`src/rtl/canny_nms_threshold_if.sv`:
```
// Window-in / thinned-magnitude-out bus for the Canny NMS + threshold stage.
// Ports: din_valid, window_data_all, window_mid (window side);
//        dout, edge_class, dout_valid, frame_done (result side).
interface canny_nms_threshold_if #(
  parameter int DATAWID         = 40,
  parameter int WINDOW_DATA_WID = 360,
  parameter int MAGWID          = 16
);
  logic                       din_valid;
  logic [WINDOW_DATA_WID-1:0] window_data_all;
  logic [DATAWID-1:0]         window_mid;
  logic [MAGWID-1:0]          dout;
  logic [1:0]                 edge_class;
  logic                       dout_valid;
  logic                       frame_done;

  // master: window producer / result consumer (upstream buffer + downstream tracker)
  modport master (
    output din_valid, window_data_all, window_mid,
    input  dout, edge_class, dout_valid, frame_done
  );

  // slave: the NMS/threshold block itself
  modport slave (
    input  din_valid, window_data_all, window_mid,
    output dout, edge_class, dout_valid, frame_done
  );
endinterface

```
`src/rtl/canny_nms_threshold.sv`:
```
// Canny non-maximum suppression along the quantised gradient direction, then low/high threshold classification.
// Latency: fixed 3 cycles (window registered, sector + neighbour select, suppress + classify); one window per cycle.
// Backpressure: none; the pipeline advances every cycle and valid travels with the data.
// Ports: clk, rst (sync, active high); bus (slave: window in, dout/edge_class/dout_valid/frame_done out);
//        IW/IH (upstream image size, sets output frame of (IW-2)x(IH-2)); th_low/th_high (edge thresholds).
module canny_nms_threshold #(
  parameter int DATAWID         = 40,
  parameter int WINDOW_DATA_WID = 360,
  parameter int MAGWID          = 16
) (
  input  logic                clk,
  input  logic                rst,
  canny_nms_threshold_if.slave bus,
  input  logic [10:0]         IW,
  input  logic [10:0]         IH,
  input  logic [MAGWID-1:0]   th_low,
  input  logic [MAGWID-1:0]   th_high
);

  // ---------------- S1: register magnitudes, |gx|, |gy| and sign relation ----------------
  logic [11:0] gx_in, gy_in, ax_in, ay_in;
  assign gx_in = bus.window_mid[DATAWID-1 -: 12];
  assign gy_in = bus.window_mid[DATAWID-13 -: 12];
  // Two's-complement negate in 12 bits: -2048 comes out as 12'h800, i.e. 2048 unsigned.
  assign ax_in = gx_in[11] ? (~gx_in + 12'd1) : gx_in;
  assign ay_in = gy_in[11] ? (~gy_in + 12'd1) : gy_in;

  // gx/gy of the neighbours and the duplicate centre copy are not needed; only their magnitudes matter.
  logic [WINDOW_DATA_WID-1:0] unused_window_bits;
  assign unused_window_bits = bus.window_data_all;

  logic              v1;
  logic [MAGWID-1:0] mag1 [9];
  logic [11:0]       ax1, ay1;
  logic              sgn1;

  always_ff @(posedge clk) begin
    if (rst) v1 <= 1'b0;
    else     v1 <= bus.din_valid;
    for (int k = 0; k < 9; k++) begin
      if (k == 4) mag1[k] <= bus.window_mid[MAGWID-1:0];
      else        mag1[k] <= bus.window_data_all[DATAWID*k +: MAGWID];
    end
    ax1  <= ax_in;
    ay1  <= ay_in;
    sgn1 <= gx_in[11] ^ gy_in[11];
  end

  // ---------------- S2: direction sector and neighbour pick ----------------
  // ay/ax against tan(22.5)=106/256 and tan(67.5)=618/256, all in 22-bit unsigned.
  logic [21:0]       ay_s, ax_lo, ax_hi;
  logic [MAGWID-1:0] n_lo_c, n_hi_c;
  assign ay_s  = {2'b00, ay1, 8'b0};
  assign ax_lo = 22'(ax1) * 22'd106;
  assign ax_hi = 22'(ax1) * 22'd618;

  always_comb begin
    n_lo_c = mag1[3];
    n_hi_c = mag1[5];
    if (ay_s <= ax_lo) begin           // near-horizontal gradient (includes gx=gy=0)
      n_lo_c = mag1[3];
      n_hi_c = mag1[5];
    end else if (ay_s >= ax_hi) begin  // near-vertical gradient
      n_lo_c = mag1[1];
      n_hi_c = mag1[7];
    end else if (!sgn1) begin          // same signs: top-left / bottom-right diagonal
      n_lo_c = mag1[0];
      n_hi_c = mag1[8];
    end else begin                     // opposite signs: top-right / bottom-left diagonal
      n_lo_c = mag1[2];
      n_hi_c = mag1[6];
    end
  end

  logic              v2;
  logic [MAGWID-1:0] m2, lo2, hi2;

  always_ff @(posedge clk) begin
    if (rst) v2 <= 1'b0;
    else     v2 <= v1;
    m2  <= mag1[4];
    lo2 <= n_lo_c;
    hi2 <= n_hi_c;
  end

  // ---------------- S3: suppression, classification, position tracking ----------------
  // Strict compare on the higher-index side so a flat plateau keeps exactly one pixel.
  logic       keep;
  logic [1:0] class_c;
  assign keep = (m2 >= lo2) && (m2 > hi2);

  always_comb begin
    class_c = 2'd0;
    if (keep && (m2 >= th_high))     class_c = 2'd2;
    else if (keep && (m2 >= th_low)) class_c = 2'd1;
  end

  logic [10:0] out_col, out_row;
  logic        col_last, row_last;
  assign col_last = (out_col == IW - 11'd3);
  assign row_last = (out_row == IH - 11'd3);

  // Counters hold the position of the output being produced this cycle.
  always_ff @(posedge clk) begin
    if (rst) begin
      out_col <= 11'd0;
      out_row <= 11'd0;
    end else if (v2) begin
      if (col_last) begin
        out_col <= 11'd0;
        out_row <= row_last ? 11'd0 : out_row + 11'd1;
      end else begin
        out_col <= out_col + 11'd1;
      end
    end
  end

  logic [MAGWID-1:0] dout_q;
  logic [1:0]        class_q;
  logic              valid_q, done_q;

  always_ff @(posedge clk) begin
    if (rst) begin
      dout_q  <= '0;
      class_q <= 2'd0;
      valid_q <= 1'b0;
      done_q  <= 1'b0;
    end else begin
      valid_q <= v2;
      dout_q  <= (v2 && keep) ? m2 : '0;
      class_q <= v2 ? class_c : 2'd0;
      done_q  <= v2 && col_last && row_last;
    end
  end

  assign bus.dout       = dout_q;
  assign bus.edge_class = class_q;
  assign bus.dout_valid = valid_q;
  assign bus.frame_done = done_q;

endmodule

```
`src/flat_wrapper.sv`:
```
// flat-port wrapper written by rule: the top's interface ports become plain ports
module canny_nms_threshold_flat 
#(
  parameter int DATAWID         = 40,
  parameter int WINDOW_DATA_WID = 360,
  parameter int MAGWID          = 16
)
  (clk, rst, IW, IH, th_low, th_high, bus_din_valid, bus_window_data_all, bus_window_mid, bus_dout, bus_edge_class, bus_dout_valid, bus_frame_done);
  canny_nms_threshold_if #(.DATAWID(DATAWID), .WINDOW_DATA_WID(WINDOW_DATA_WID), .MAGWID(MAGWID)) bus_i ();
  input  logic clk;
  input  logic rst;
  input  logic [10:0] IW;
  input  logic [10:0] IH;
  input  logic [MAGWID-1:0] th_low;
  input  logic [MAGWID-1:0] th_high;
  input wire logic [$bits(bus_i.din_valid)-1:0] bus_din_valid;
  input wire logic [$bits(bus_i.window_data_all)-1:0] bus_window_data_all;
  input wire logic [$bits(bus_i.window_mid)-1:0] bus_window_mid;
  output wire logic [$bits(bus_i.dout)-1:0] bus_dout;
  output wire logic [$bits(bus_i.edge_class)-1:0] bus_edge_class;
  output wire logic [$bits(bus_i.dout_valid)-1:0] bus_dout_valid;
  output wire logic [$bits(bus_i.frame_done)-1:0] bus_frame_done;
  assign bus_i.din_valid = bus_din_valid;
  assign bus_i.window_data_all = bus_window_data_all;
  assign bus_i.window_mid = bus_window_mid;
  assign bus_dout = bus_i.dout;
  assign bus_edge_class = bus_i.edge_class;
  assign bus_dout_valid = bus_i.dout_valid;
  assign bus_frame_done = bus_i.frame_done;
  canny_nms_threshold #(.DATAWID(DATAWID), .WINDOW_DATA_WID(WINDOW_DATA_WID), .MAGWID(MAGWID)) u_core (.clk(clk), .rst(rst), .bus(bus_i), .IW(IW), .IH(IH), .th_low(th_low), .th_high(th_high));
endmodule
```
`config.mk`:
```
export PLATFORM = sky130hd
export DESIGN_NAME = canny_nms_threshold_flat
export DESIGN_NICKNAME = d
export VERILOG_FILES = /design/src/rtl/canny_nms_threshold_if.sv /design/src/rtl/canny_nms_threshold.sv /design/src/flat_wrapper.sv
export SDC_FILE = /design/constraint.sdc
export NUM_CORES = 1
export LEC_CHECK = 0
export ABC_CLOCK_PERIOD_IN_PS = 8400
export CAP_MARGIN = 25
export CORE_AREA = 4 4 183 185
export CTS_BUF_LIST = sky130_fd_sc_hd__clkbuf_2 sky130_fd_sc_hd__clkbuf_4 sky130_fd_sc_hd__clkbuf_8
export DETAILED_ROUTE_END_ITERATION = 10
export DIE_AREA = 0 0 187 189
export GPL_TIMING_DRIVEN = 0
export PLACE_DENSITY = 0.72
export SYNTH_ARGS = -nofsm -noshare
export SYNTH_HDL_FRONTEND = slang
export SYNTH_SLANG_ARGS = --single-unit
```
`constraint.sdc`:
```
create_clock -name clk -period 8.4 [get_ports clk]
set_input_delay 0.84 -clock clk [delete_from_list [all_inputs] [get_ports clk]]
set_output_delay 0.84 -clock clk [all_outputs]
set_load 0.05 [all_outputs]
```
==> impl_summary.md <==
Outcome
The flow ran to the end, and the final reports show no timing, DRC or antenna violations.

Synth
Sequential cells were found to cover 39.47% of the synthesized design area. Ranked by total cell area, the synthesized netlist is headed by dfxtp_1, ha_1, fa_1. The count of flip-flops with a built-in enable after synthesis is 0. The synthesized design contains 261 register bits. The flip-flop cell with the highest count after synthesis is dfxtp_1. After synthesis, the largest area contributor takes up 39.47% of total cell area. The synthesized area per cell is 10.13 um^2. The synthesized netlist contains 69 unique library cells. The synthesized cell area is 0.01324 mm^2. After synthesis, the share of flip-flops with an asynchronous set or reset is 0%.

The count of warnings emitted by yosys is 0. The cell taking the most area after synthesis is dfxtp_1. The count of mapped cells out of synthesis is 1,307. Counting every net in the synthesized netlist gives 1,984.

Power
The power dissipated by switching net loads is 1902 uW. The sequential cell fraction of total power is 28.4%. Summed over all cells, the static leakage comes to 0.007619 uW. Net switching is 37.49% of the power. IR analysis of the VDD net gives a maximum drop of 0.1629 mV. The fraction of power consumed by the clock network is 23.2%.

The cell-internal power is 3171 uW. The power density over the cells is 296.6 mW/mm^2. Combinational cells account for 48.5% of the total power.

STA
The final count of negative-setup-slack endpoints is 0. The post-route setup TNS is 0 ns. Across the routed clock network, the largest skew measured is 0.02993 ns.

The final critical path takes up 79.46% of the cycle. The final count of pins violating max slew was 0. The final critical path time including I/O delays and setup is 6.675 ns. At the pin with the least slew margin, the transition time is 1.036 ns. The final hold violation count was 0. The worst pin sits at a relative slew slack of 30.28%.

Based on the critical path, the design can be clocked at up to 0.1498 GHz. Setup slack closes at 1.725 ns. Setup repair after global routing left no endpoint under its margin.

Die
The region available for standard cell placement spans 0.03204 mm^2. The horizontal die dimension is 187 um. The die is 189 um tall. Once the floorplan was initialized, standard cells occupied 41.32% of the core. The I/O pin total is 477. In this run the core area contains 66 standard-cell rows. The area of the die is 0.03534 mm^2.

Clock network
Once the clock tree was built, the setup fixing pass inserted 0 buffers. The sink count of the clock tree is 261. The number of hold buffers added after CTS was 0. The number of instances resized during post-cts repair is 0.

At the later pin of the worst-skew pair, clock insertion delay measures 0.55 ns. TritonCTS built the clock tree. The longest clock path from root to sink contains 3 buffers. The number of buffers created by CTS is 43. After clock tree synthesis, the clock-pin slew on the worst setup and hold paths is 0.06 ns. The number of H-tree levels is 2. The cell sitting at the root of the clock tree is a clkbuf_8.

Detailed routing
The routed length per instance is 15.63 um. For this run, design rule violations remaining after detail routing come to 0. The total wire length is 31.84 mm. The routed layout has 9,893 vias.

The vias per cell is 4.857. After the first detailed-routing iteration, the DRC count stood at 297. The pre-antenna-repair detailed-routing pass consisted of 4 iterations. In this run the remaining antenna-violating nets after routing total 0.

Finish
After the last flow step, the layout net total stands at 2,271. The area growth from synthesis to layout is 29.22%. In the layout the commonest cells are dfxtp_1, clkdlybuf4s50_1, ha_1.

Cells with a size suffix above 1 make up 7.437% of the layout. The final non-filler cell total is 2,037. The most common cell after layout, fill and taps aside is dfxtp_1.

GRT
After global routing the overflow that remains totals 0. The first-pass GRT wire length is 51.28 mm. The via count of the first global-routing pass is 10,484. The initial antenna violation count is 4. The largest net degree at the start of global routing is 12. Global routing used 17.68% of the available tracks across all layers.

Worst setup path
The largest single stage delay on the critical path is 0.63 ns. Of all nets on the critical path, the largest fanout is 10. The sum of buffers and inverters on the critical path is 4. The cell with the largest stage delay on the worst path is buf_1. The worst endpoint data arrival time is 7.10 ns.

The kind of end point of the critical path is a flip-flop. The signal on the critical path passes through ha_1, fa_1, inv_1, fa_1, fa_1, inv_1, ha_1, or3_1, o21ai_0, a311oi_1, o21ai_0, nand2b_1, xnor2_1, ha_1, nand4_1, a211oi_1, o31ai_1, and3b_1, clkbuf_1, buf_1, mux2i_1, o21ai_0. Broken down by cell family, the worst path's largest delay share belongs to adder cells. The startpoint type of the worst setup path is a flip-flop. Data on the critical path is required at its endpoint by 8.83 ns. The type of the setup path with the least slack is reg2reg.

Run
The max-capacitance violation count is 0.

Placement
The instance count after placement with tap cells included is 1,957. During placement, the flow inserted port buffers numbering 242. The final estimated routing congestion in global placement is 0.8257. At the placement stage, the worst setup path has a slack of 1.671 ns. The final HPWL from detailed placement is 26.06 mm.

Worst hold path
The min-delay analysis places its worst path in the category reg2reg.
==> stage by stage <==
stage          utilization [%]  area (um^2)  power (uW)  hold WS, ns
4_1_cts                  53.37        17100        5125       0.3197
5_1_grt                  53.39        17110        5554       0.3221
3_5_place_dp             50.47        16170        3914       0.3121
2_1_floorplan                -        13240        3251       0.3096
3_3_place_gp             50.47        16170        3839       0.3115
6_report                 53.39        17110        5073       0.3217
==> state kept, by name, summed over array words and instances, names as in the netlist, 12 cells and up <==
name / flops
u_core.bus.dout: 16
u_core.mag1: 144
u_core.ax1: 12
u_core.ay1: 12
u_core.hi2: 16
u_core.lo2: 16
u_core.m2: 16
==> power groups by stage <==
stage               Combinational [uW]  Sequential (uW)  Clock [uW]
detailed placement                2450             1470           0
finish                            2460             1440        1170
floorplan                         1800             1450           0
global placement                  2370             1470           0
global route                      2840             1450        1260
CTS                               2480             1440        1210
==> routing by layer <==
layer,GRT usage (%),routed length [um],vias up
met2,29.64,14630,264
met4,6.655,1009,4
met3,5.199,2307,69
met5,0,21,-
li1,-,-,5040
met1,21.67,13870,4516
==> path summary, 6_finish.rpt <==
kind | from | to | slack (ns) | depth (start not counted)
setup / recovery | u_core.ax1[7] | u_core.lo2[11] | 1.73 | 22
hold / removal | u_core.mag1[4][9] | u_core.m2[9] | 0.32 | 0
setup reg to reg | u_core.ax1[7] | u_core.lo2[11] | 1.73 | 22
hold reg to reg | u_core.mag1[4][9] | u_core.m2[9] | 0.32 | 0
==> synth_stat cells, drive strengths merged (12+ instances only) <==
| master | number |
|---|---|
| a21o | 18 |
| a21oi | 50 |
| and2 | 17 |
| clkbuf | 22 |
| dfxtp | 261 |
| fa | 43 |
| ha | 177 |
| inv | 173 |
| mux2 | 32 |
| mux2i | 33 |
| nand2 | 75 |
| nand2b | 12 |
| nand3 | 12 |
| nand4 | 18 |
| nor2 | 52 |
| nor3 | 12 |
| o21ai | 70 |
| xnor2 | 54 |
| xor2 | 35 |
==> logic make-up after synthesis <==
kind of cell             synth area share [%]
AO/OA/AOI/OAI                           10.31
XOR/XNOR                                5.888
adder cells (fa/ha/maj)                 23.23
buffers and inverters                   5.766
flip-flops                              39.47
multiplexers                            5.217
AND/OR/NAND/NOR                         10.11
==> cell type report <==
cell class	instances	area [um^2]
diodes	2	5.005
plain buffers	28	113.9
clock buffers	58	735.7
clock inverters	20	193.9
fillers	2853	14940
inverters	173	649.4
multi-input cells	845	7249
flip-flops and latches	261	5225
well taps	408	510.5
repair buffers	242	2422
(Power assumes the default switching activity.)
